## config.mk

```make
export PLATFORM = sky130hd
export DESIGN_NAME = bsram_uart_dumper
export DESIGN_NICKNAME = d
export VERILOG_FILES = /design/src/rtl/dumper_pkg.sv /design/src/rtl/uart_tx_byte.sv /design/src/rtl/bsram_uart_dumper.sv
export SDC_FILE = /design/constraint.sdc
export NUM_CORES = 1
export LEC_CHECK = 0
export ABC_CLOCK_PERIOD_IN_PS = 4200
export BUFFER_PORTS_ARGS = -buffer_cell sky130_fd_sc_hd__buf_2
export CAP_MARGIN = 30
export CORE_MARGIN = 2
export CORE_UTILIZATION = 49
export CTS_BUF_LIST = sky130_fd_sc_hd__clkbuf_2 sky130_fd_sc_hd__clkbuf_4 sky130_fd_sc_hd__clkbuf_8
export DETAILED_ROUTE_END_ITERATION = 6
export PLACE_DENSITY = 0.76
export SYNTH_ARGS = -nofsm -noshare
export SYNTH_HDL_FRONTEND = slang
export SYNTH_SLANG_ARGS = --single-unit
```

## constraint.sdc

```tcl
create_clock -name clk -period 4.2 [get_ports clk]
set_input_delay 0.21 -clock clk [delete_from_list [all_inputs] [get_ports clk]]
set_output_delay 0.21 -clock clk [all_outputs]
set_load 0.01 [all_outputs]
```

## src/rtl/dumper_pkg.sv

```systemverilog
`default_nettype none
// ============================================================================
// Package     : dumper_pkg
// Description : Shared types and helpers for the BSRAM-to-UART read-back
//               dumper: FSM state encoding, bit-period calculation and the
//               default frame sync byte.
// Revision    : 1.0 - initial release
// ============================================================================
package dumper_pkg;

    typedef enum logic [3:0] {
        ST_IDLE     = 4'd0,
        ST_SYNC     = 4'd1,
        ST_RD_ISSUE = 4'd2,
        ST_RD_WAIT  = 4'd3,
        ST_TX_HI    = 4'd4,
        ST_TX_LO    = 4'd5,
        ST_SUM      = 4'd6,
        ST_FIN      = 4'd7
    } dumper_state_t;

    localparam logic [7:0] c_sync_byte_default = 8'hA5;

    // Clocks per UART bit, integer-truncated.
    function automatic int clks_per_bit(input int clk_hz, input int baud);
        return clk_hz / baud;
    endfunction

endpackage : dumper_pkg
`default_nettype wire

```

## src/rtl/uart_tx_byte.sv

```systemverilog
`default_nettype none
// ============================================================================
// Module      : uart_tx_byte
// Description : 8N1 UART transmitter with a valid/ready byte interface.
//               A byte is taken when tx_valid and tx_ready are both high.
//               tx_ready is also raised in the last clock of a stop bit so a
//               queued byte follows with no idle gap on the line.
// Ports       : clk, rst_n    - clock, asynchronous active-low reset
//               tx_valid      - byte offered
//               tx_data[7:0]  - byte to send (held while tx_valid)
//               tx_ready      - transmitter can accept a byte this cycle
//               uart_tx       - serial line, idle high
//               tx_idle       - no frame in flight (stop bit finished)
// Revision    : 1.0 - initial release
// ============================================================================
module uart_tx_byte #(
    parameter int CLKS_PER_BIT = 868
) (
    input  logic       clk,
    input  logic       rst_n,
    input  logic       tx_valid,
    input  logic [7:0] tx_data,
    output logic       tx_ready,
    output logic       uart_tx,
    output logic       tx_idle
);

    localparam int                 c_cnt_w     = $clog2(CLKS_PER_BIT + 1);
    localparam logic [c_cnt_w-1:0] c_baud_last = c_cnt_w'(CLKS_PER_BIT - 1);

    logic               r_active;
    logic [c_cnt_w-1:0] r_baud_cnt;
    logic [3:0]         r_bit_cnt;
    logic [9:0]         r_shift;

    logic w_bit_end;
    logic w_last;
    logic w_load;

    assign w_bit_end = (r_baud_cnt == c_baud_last);
    // Final clock of the stop bit: a new byte may be loaded on this edge.
    assign w_last    = r_active & w_bit_end & (r_bit_cnt == 4'd9);
    assign tx_ready  = ~r_active | w_last;
    assign w_load    = tx_valid & tx_ready;
    assign tx_idle   = ~r_active;
    // Gate the line with r_active so an asynchronous reset forces it high
    // at once, without finishing any bit in progress.
    assign uart_tx   = r_active ? r_shift[0] : 1'b1;

    always_ff @(posedge clk or negedge rst_n) begin
        if (!rst_n) begin
            r_active   <= 1'b0;
            r_baud_cnt <= '0;
            r_bit_cnt  <= 4'd0;
            r_shift    <= 10'h3FF;
        end else if (w_load) begin
            r_active   <= 1'b1;
            r_baud_cnt <= '0;
            r_bit_cnt  <= 4'd0;
            r_shift    <= {1'b1, tx_data, 1'b0};
        end else if (r_active) begin
            if (w_bit_end) begin
                r_baud_cnt <= '0;
                if (r_bit_cnt == 4'd9) begin
                    r_active <= 1'b0;
                end else begin
                    r_bit_cnt <= r_bit_cnt + 4'd1;
                    r_shift   <= {1'b1, r_shift[9:1]};
                end
            end else begin
                r_baud_cnt <= r_baud_cnt + 1'b1;
            end
        end
    end

endmodule : uart_tx_byte
`default_nettype wire

```

## src/rtl/bsram_uart_dumper.sv

```systemverilog
`default_nettype none
// ============================================================================
// Module      : bsram_uart_dumper
// Description : Reads a contiguous range of 16-bit BSRAM words and streams
//               them over UART as: sync byte, each word high byte first,
//               then an 8-bit checksum of the data bytes.
// Ports       : clk, rst_n          - clock, asynchronous active-low reset
//               start               - request, accepted only while idle
//               start_addr          - first word address
//               word_count          - words to dump, 0..2**ADDR_W
//               mem_req             - this block owns the BSRAM port
//               mem_ad, mem_ce      - BSRAM read address / chip enable
//               mem_dout            - BSRAM read data
//               uart_tx             - serial output, 8N1, idle high
//               busy                - frame in progress
//               done                - one-cycle pulse at end of frame
// Revision    : 1.0 - initial release
// ============================================================================
module bsram_uart_dumper
    import dumper_pkg::*;
#(
    parameter int         CLK_HZ       = 50_000_000,
    parameter int         BAUD         = 57600,
    parameter int         ADDR_W       = 11,
    parameter int         DATA_W       = 16,
    parameter int         READ_LATENCY = 1,
    parameter logic [7:0] SYNC_BYTE    = c_sync_byte_default
) (
    input  logic              clk,
    input  logic              rst_n,
    input  logic              start,
    input  logic [ADDR_W-1:0] start_addr,
    input  logic [ADDR_W:0]   word_count,
    output logic              mem_req,
    output logic [ADDR_W-1:0] mem_ad,
    output logic              mem_ce,
    input  logic [DATA_W-1:0] mem_dout,
    output logic              uart_tx,
    output logic              busy,
    output logic              done
);

    localparam int c_clks_per_bit = clks_per_bit(CLK_HZ, BAUD);

    dumper_state_t     r_state;
    dumper_state_t     w_next;

    logic [ADDR_W-1:0] r_addr;
    logic [ADDR_W:0]   r_count;
    logic [DATA_W-1:0] r_word_q;
    logic [7:0]        r_checksum;
    logic [3:0]        r_lat_cnt;
    logic              r_sum_sent;

    logic              w_tx_valid;
    logic [7:0]        w_tx_data;
    logic              w_tx_ready;
    logic              w_tx_idle;
    logic              w_hs;

    assign w_hs = w_tx_valid & w_tx_ready;

    uart_tx_byte #(
        .CLKS_PER_BIT (c_clks_per_bit)
    ) u_tx (
        .clk      (clk),
        .rst_n    (rst_n),
        .tx_valid (w_tx_valid),
        .tx_data  (w_tx_data),
        .tx_ready (w_tx_ready),
        .uart_tx  (uart_tx),
        .tx_idle  (w_tx_idle)
    );

    // ------------------------------------------------------------------
    // State register
    // ------------------------------------------------------------------
    always_ff @(posedge clk or negedge rst_n) begin
        if (!rst_n) begin
            r_state <= ST_IDLE;
        end else begin
            r_state <= w_next;
        end
    end

    // ------------------------------------------------------------------
    // Next state and byte offer to the transmitter. Each byte is offered
    // while the previous one is still shifting out; the transmitter takes
    // it in the last stop-bit clock, so the line carries no gaps.
    // ------------------------------------------------------------------
    always_comb begin
        w_next     = r_state;
        w_tx_valid = 1'b0;
        w_tx_data  = 8'h00;
        unique case (r_state)
            ST_IDLE: begin
                if (start) w_next = ST_SYNC;
            end
            ST_SYNC: begin
                w_tx_valid = 1'b1;
                w_tx_data  = SYNC_BYTE;
                if (w_tx_ready) begin
                    w_next = (r_count == '0) ? ST_SUM : ST_RD_ISSUE;
                end
            end
            ST_RD_ISSUE: begin
                w_next = ST_RD_WAIT;
            end
            ST_RD_WAIT: begin
                if (r_lat_cnt == 4'd0) w_next = ST_TX_HI;
            end
            ST_TX_HI: begin
                w_tx_valid = 1'b1;
                w_tx_data  = r_word_q[15:8];
                if (w_tx_ready) w_next = ST_TX_LO;
            end
            ST_TX_LO: begin
                w_tx_valid = 1'b1;
                w_tx_data  = r_word_q[7:0];
                if (w_tx_ready) begin
                    // The next read overlaps the low byte's serialisation.
                    w_next = (r_count == (ADDR_W+1)'(1)) ? ST_SUM : ST_RD_ISSUE;
                end
            end
            ST_SUM: begin
                if (!r_sum_sent) begin
                    w_tx_valid = 1'b1;
                    w_tx_data  = r_checksum;
                end else if (w_tx_idle) begin
                    w_next = ST_FIN;
                end
            end
            ST_FIN: begin
                w_next = ST_IDLE;
            end
            default: begin
                w_next = ST_IDLE;
            end
        endcase
    end

    // ------------------------------------------------------------------
    // Datapath: address/count, read latency, word capture, checksum
    // ------------------------------------------------------------------
    always_ff @(posedge clk or negedge rst_n) begin
        if (!rst_n) begin
            r_addr     <= '0;
            r_count    <= '0;
            r_word_q   <= '0;
            r_checksum <= 8'h00;
            r_lat_cnt  <= 4'd0;
            r_sum_sent <= 1'b0;
        end else begin
            unique case (r_state)
                ST_IDLE: begin
                    if (start) begin
                        r_addr     <= start_addr;
                        r_count    <= word_count;
                        r_checksum <= 8'h00;
                        r_sum_sent <= 1'b0;
                    end
                end
                ST_RD_ISSUE: begin
                    r_lat_cnt <= 4'(READ_LATENCY - 1);
                end
                ST_RD_WAIT: begin
                    if (r_lat_cnt == 4'd0) begin
                        r_word_q <= mem_dout;
                    end else begin
                        r_lat_cnt <= r_lat_cnt - 4'd1;
                    end
                end
                ST_TX_HI: begin
                    if (w_hs) r_checksum <= r_checksum + r_word_q[15:8];
                end
                ST_TX_LO: begin
                    if (w_hs) begin
                        r_checksum <= r_checksum + r_word_q[7:0];
                        r_addr     <= r_addr + 1'b1;   // wraps modulo 2**ADDR_W
                        r_count    <= r_count - 1'b1;
                    end
                end
                ST_SUM: begin
                    if (w_hs) r_sum_sent <= 1'b1;
                end
                default: begin
                end
            endcase
        end
    end

    assign busy    = (r_state != ST_IDLE);
    assign mem_req = (r_state != ST_IDLE);
    assign mem_ce  = (r_state == ST_RD_ISSUE);
    assign mem_ad  = r_addr;
    assign done    = (r_state == ST_FIN);

endmodule : bsram_uart_dumper
`default_nettype wire
```

==> impl_metrics.yaml <==
outcome:
  status: "complete, no violations"
synth:
  synthTopCellsByCount: "nand2_1 (71), dfrtp_1 (70), nor2_1 (32)"
  ys.flop_type: "dfrtp_1"
  syn_area_per_cell_um2: 9.389
  ys_warn_count: 0
  synth_seq_cells: 79
  synth_cell_types: 73
  synth_most_common_cell: "nand2_1"
  synth_area_um2: 4601
  synth_top_cell_by_area: "dfrtp_1"
  netlist_instances: 490
  async_flop_share_pct: 100.0
  synth_area_leaders: "dfrtp_1 (38%), nand2_1 (5.8%), dfstp_2 (5.1%)"
  yosys.area.top_type_share_pct: 38.07
  seq_area_frac_synth_pct: 43.21
  synth_nets: 548
  synth_edf_count: 0
placement:
  dpl_worst_slack_ns: 0.9516
  dpl.hpwl_um: 7854
  place_inst: 639
  place_congestion: 0.8640
  place_area_um2: 4965
  portBuffers: 57
final_layout:
  syn_to_final_growth_pct: 13.33
  drive_gt1_share_pct: 22.71
  antenna_cells: 0
  nNetsFinal: 599
  fin_area_um2: 5214
  fill_cells: 789
  fin_util_pct: 56.97
  regArea_um2: 1988
  instances_no_fill: 657
  multi_input_area_um2: 2424
sta:
  rsz0062_at_grt: "no"
  hold_viol: 0
  setup-violations-final: 0
  finalMaxSlewViolations: 0
  tightest_slew_ns: 0.9157
  slew_headroom_pct: 38.74
  fin_crit_sh_pct: 79.15
  setup_slack_ns: 0.8755
  finClkSkew_ns: 0.009281
  period_needed_ns: 3.324
  fin_setup_tns_ns: 0
  fmax_mhz: 300.8
  hold_ws_ns: 0.06912
clock_network:
  cts_made_buffers: 9
  clock_latency_ns: 0.35
  clk_path_buf_depth: 2
  clk_pin_slew_ns: 0.08
  clkSinkCount: 79
  post_cts_buffers: 0
  root_buffer: "clkbuf_8"
  cts_tree: "done"
  htreeDepth: 3
route:
  ant_nets: 0
  drc: 0
  drtIter0Drc: 273
  wl_per_cell_um: 16.87
  wl_um: 11080
  num_vias: 4075
  vias_per_cell: 6.202
  firstDrtPassIters: 7
power:
  leakage_nw: 2.322
  total_power_mw: 3.487
  irDropWorstVdd_uv: 416.7
  power_density_nw_per_um2: 668.8
worst_setup_path:
  path_class: "reg2reg"
  crit_arrival_ns: 3.58
  cp_max_fo: 20
  startpoint_type: "flip-flop"
  endpoint_kind: "flip-flop"
  critical_path_required_ns: 4.45
global_route:
  first_global_vias: 3853
  grt_pass1_wl_um: 18750
  grt_antenna_before_repair: 0
  grt-ovfl-total: 0
  grt_max_degree: 42
  track_usage_pct: 23.22
worst_hold_path:
  hp-class: "in2reg"
die:
  fp.dieW_um: 100.9
  dieHeight_um: 100.9
  floorplan.initialDensity_pct: 50.27
  rows: 35
  pin_count: 58
  die-area_um2: 10180
  coreArea_um2: 9153
flow_run:
  cap_violations: 0
registers in the layout, indices dropped and copies added, names as in the netlist, 3 cells and up:
signal,flops
r_checksum,8
mem_ad,11
r_word_q,16
u_tx.r_baud_cnt,10
u_tx.r_shift,9
u_tx.r_bit_cnt,4
r_lat_cnt,4
r_state,3
r_count,12
power breakdown:
part	switching [mW]	internal (mW)	leakage [nW]
Combinational	0.740	0.630	1.25
Clock	0.276	0.380	0.120
Sequential	0.383	1.08	0.956
Total	1.40	2.09	2.32
layer usage:
metal	share of wire [%]	global-route usage, %	routed length, µm	vias to the layer above
li1	-	-	-	1896
met1	44	32.75	4928	1989
met2	46	34.82	5146	169
met3	6.8	4.022	756	21
met4	2.2	11.02	249	0
met5	0	0	0	-
cell type report:
cell class                 instances  share of cell area, %
multi-input combinational        367                  46.48
sequential                        79                  38.13
timing repair buffer              64                  6.839
clock buffer                      13                  3.192
tap                              111                  2.664
inverter                          20                  1.440
clock inverter                     3                  1.248
repair_timing:
item                                    CTS  global route
endpoints found under the setup margin    0             0
hold buffers                              1             0
gates resized for setup                   0             0
hold endpoints to repair                 37             0
cell families after synthesis:
group | share of synthesized area [%]
AO/OA/AOI/OAI | 20.15
XOR/XNOR | 1.523
adder cells (fa/ha/maj) | 4.515
buffers and inverters | 4.107
flip-flops | 43.21
multiplexers | 6.201
AND/OR/NAND/NOR | 20.29
worst paths after layout:
| path | from | end | slack, ns | cells past startpoint |
|---|---|---|---|---|
| max | r_state[0] | r_checksum[6] | 0.88 | 12 |
| min | word_count[3] | r_count[3] | 0.07 | 3 |
| max reg2reg | r_state[0] | r_checksum[6] | 0.88 | 12 |
| min reg2reg | u_tx.r_shift[0] | u_tx.r_shift[0] | 0.47 | 2 |
| max in group asynchronous | rst_n | u_tx.r_shift[4] | 3.16 | 3 |
| min in group asynchronous | rst_n | r_lat_cnt[3] | 0.37 | 2 |
worst max-delay path: stages (launching register included):
cell     delay (ns)
dfrtp_1        0.78
nand2_1        0.23
nor2_2         0.63
nand2_1        0.13
nand2_1        0.09
ha_1           0.17
inv_1          0.06
fa_1           0.38
nor2b_1        0.21
o31a_1         0.17
o21a_1         0.13
nor3_1         0.05
o31ai_1        0.19
cell usage in the layout (no fill, tap or decap), types with 3 or more instances in the layout:
| master | synthesis | layout |
|---|---|---|
| a31oi_1 | 7 | 7 |
| xnor2_1 | 5 | 5 |
| and3_1 | 4 | 4 |
| nand2_1 | 71 | 71 |
| or3_1 | 4 | 4 |
| mux2i_1 | 6 | 6 |
| nor3b_1 | 3 | 3 |
| nor3_1 | 9 | 9 |
| o311ai_1 | 4 | 4 |
| o31ai_1 | 10 | 10 |
| o22ai_1 | 5 | 5 |
| a221oi_1 | 6 | 6 |
| and2_1 | 4 | 4 |
| nand2b_1 | 3 | 3 |
| dfstp_2 | 9 | 9 |
| o21ai_1 | 16 | 16 |
| nand4_1 | 11 | 11 |
| nor2_1 | 32 | 32 |
| a311oi_1 | 4 | 4 |
| o41ai_1 | 3 | 3 |
| o21a_1 | 4 | 4 |
| buf_2 | 4 | 57 |
| mux2_2 | 20 | 20 |
| xor2_1 | 3 | 3 |
| o31a_1 | 3 | 3 |
| dfrtp_1 | 70 | 70 |
| clkbuf_8 | 0 | 11 |
| o211ai_1 | 6 | 6 |
| o21ai_0 | 25 | 25 |
| a21oi_1 | 17 | 17 |
| buf_4 | 1 | 4 |
| nand3_1 | 14 | 14 |
| a211oi_1 | 4 | 4 |
| ha_1 | 15 | 15 |
| nor2b_1 | 3 | 3 |
| nor4_1 | 7 | 7 |
| inv_1 | 20 | 20 |
(Power assumes the default switching activity.)
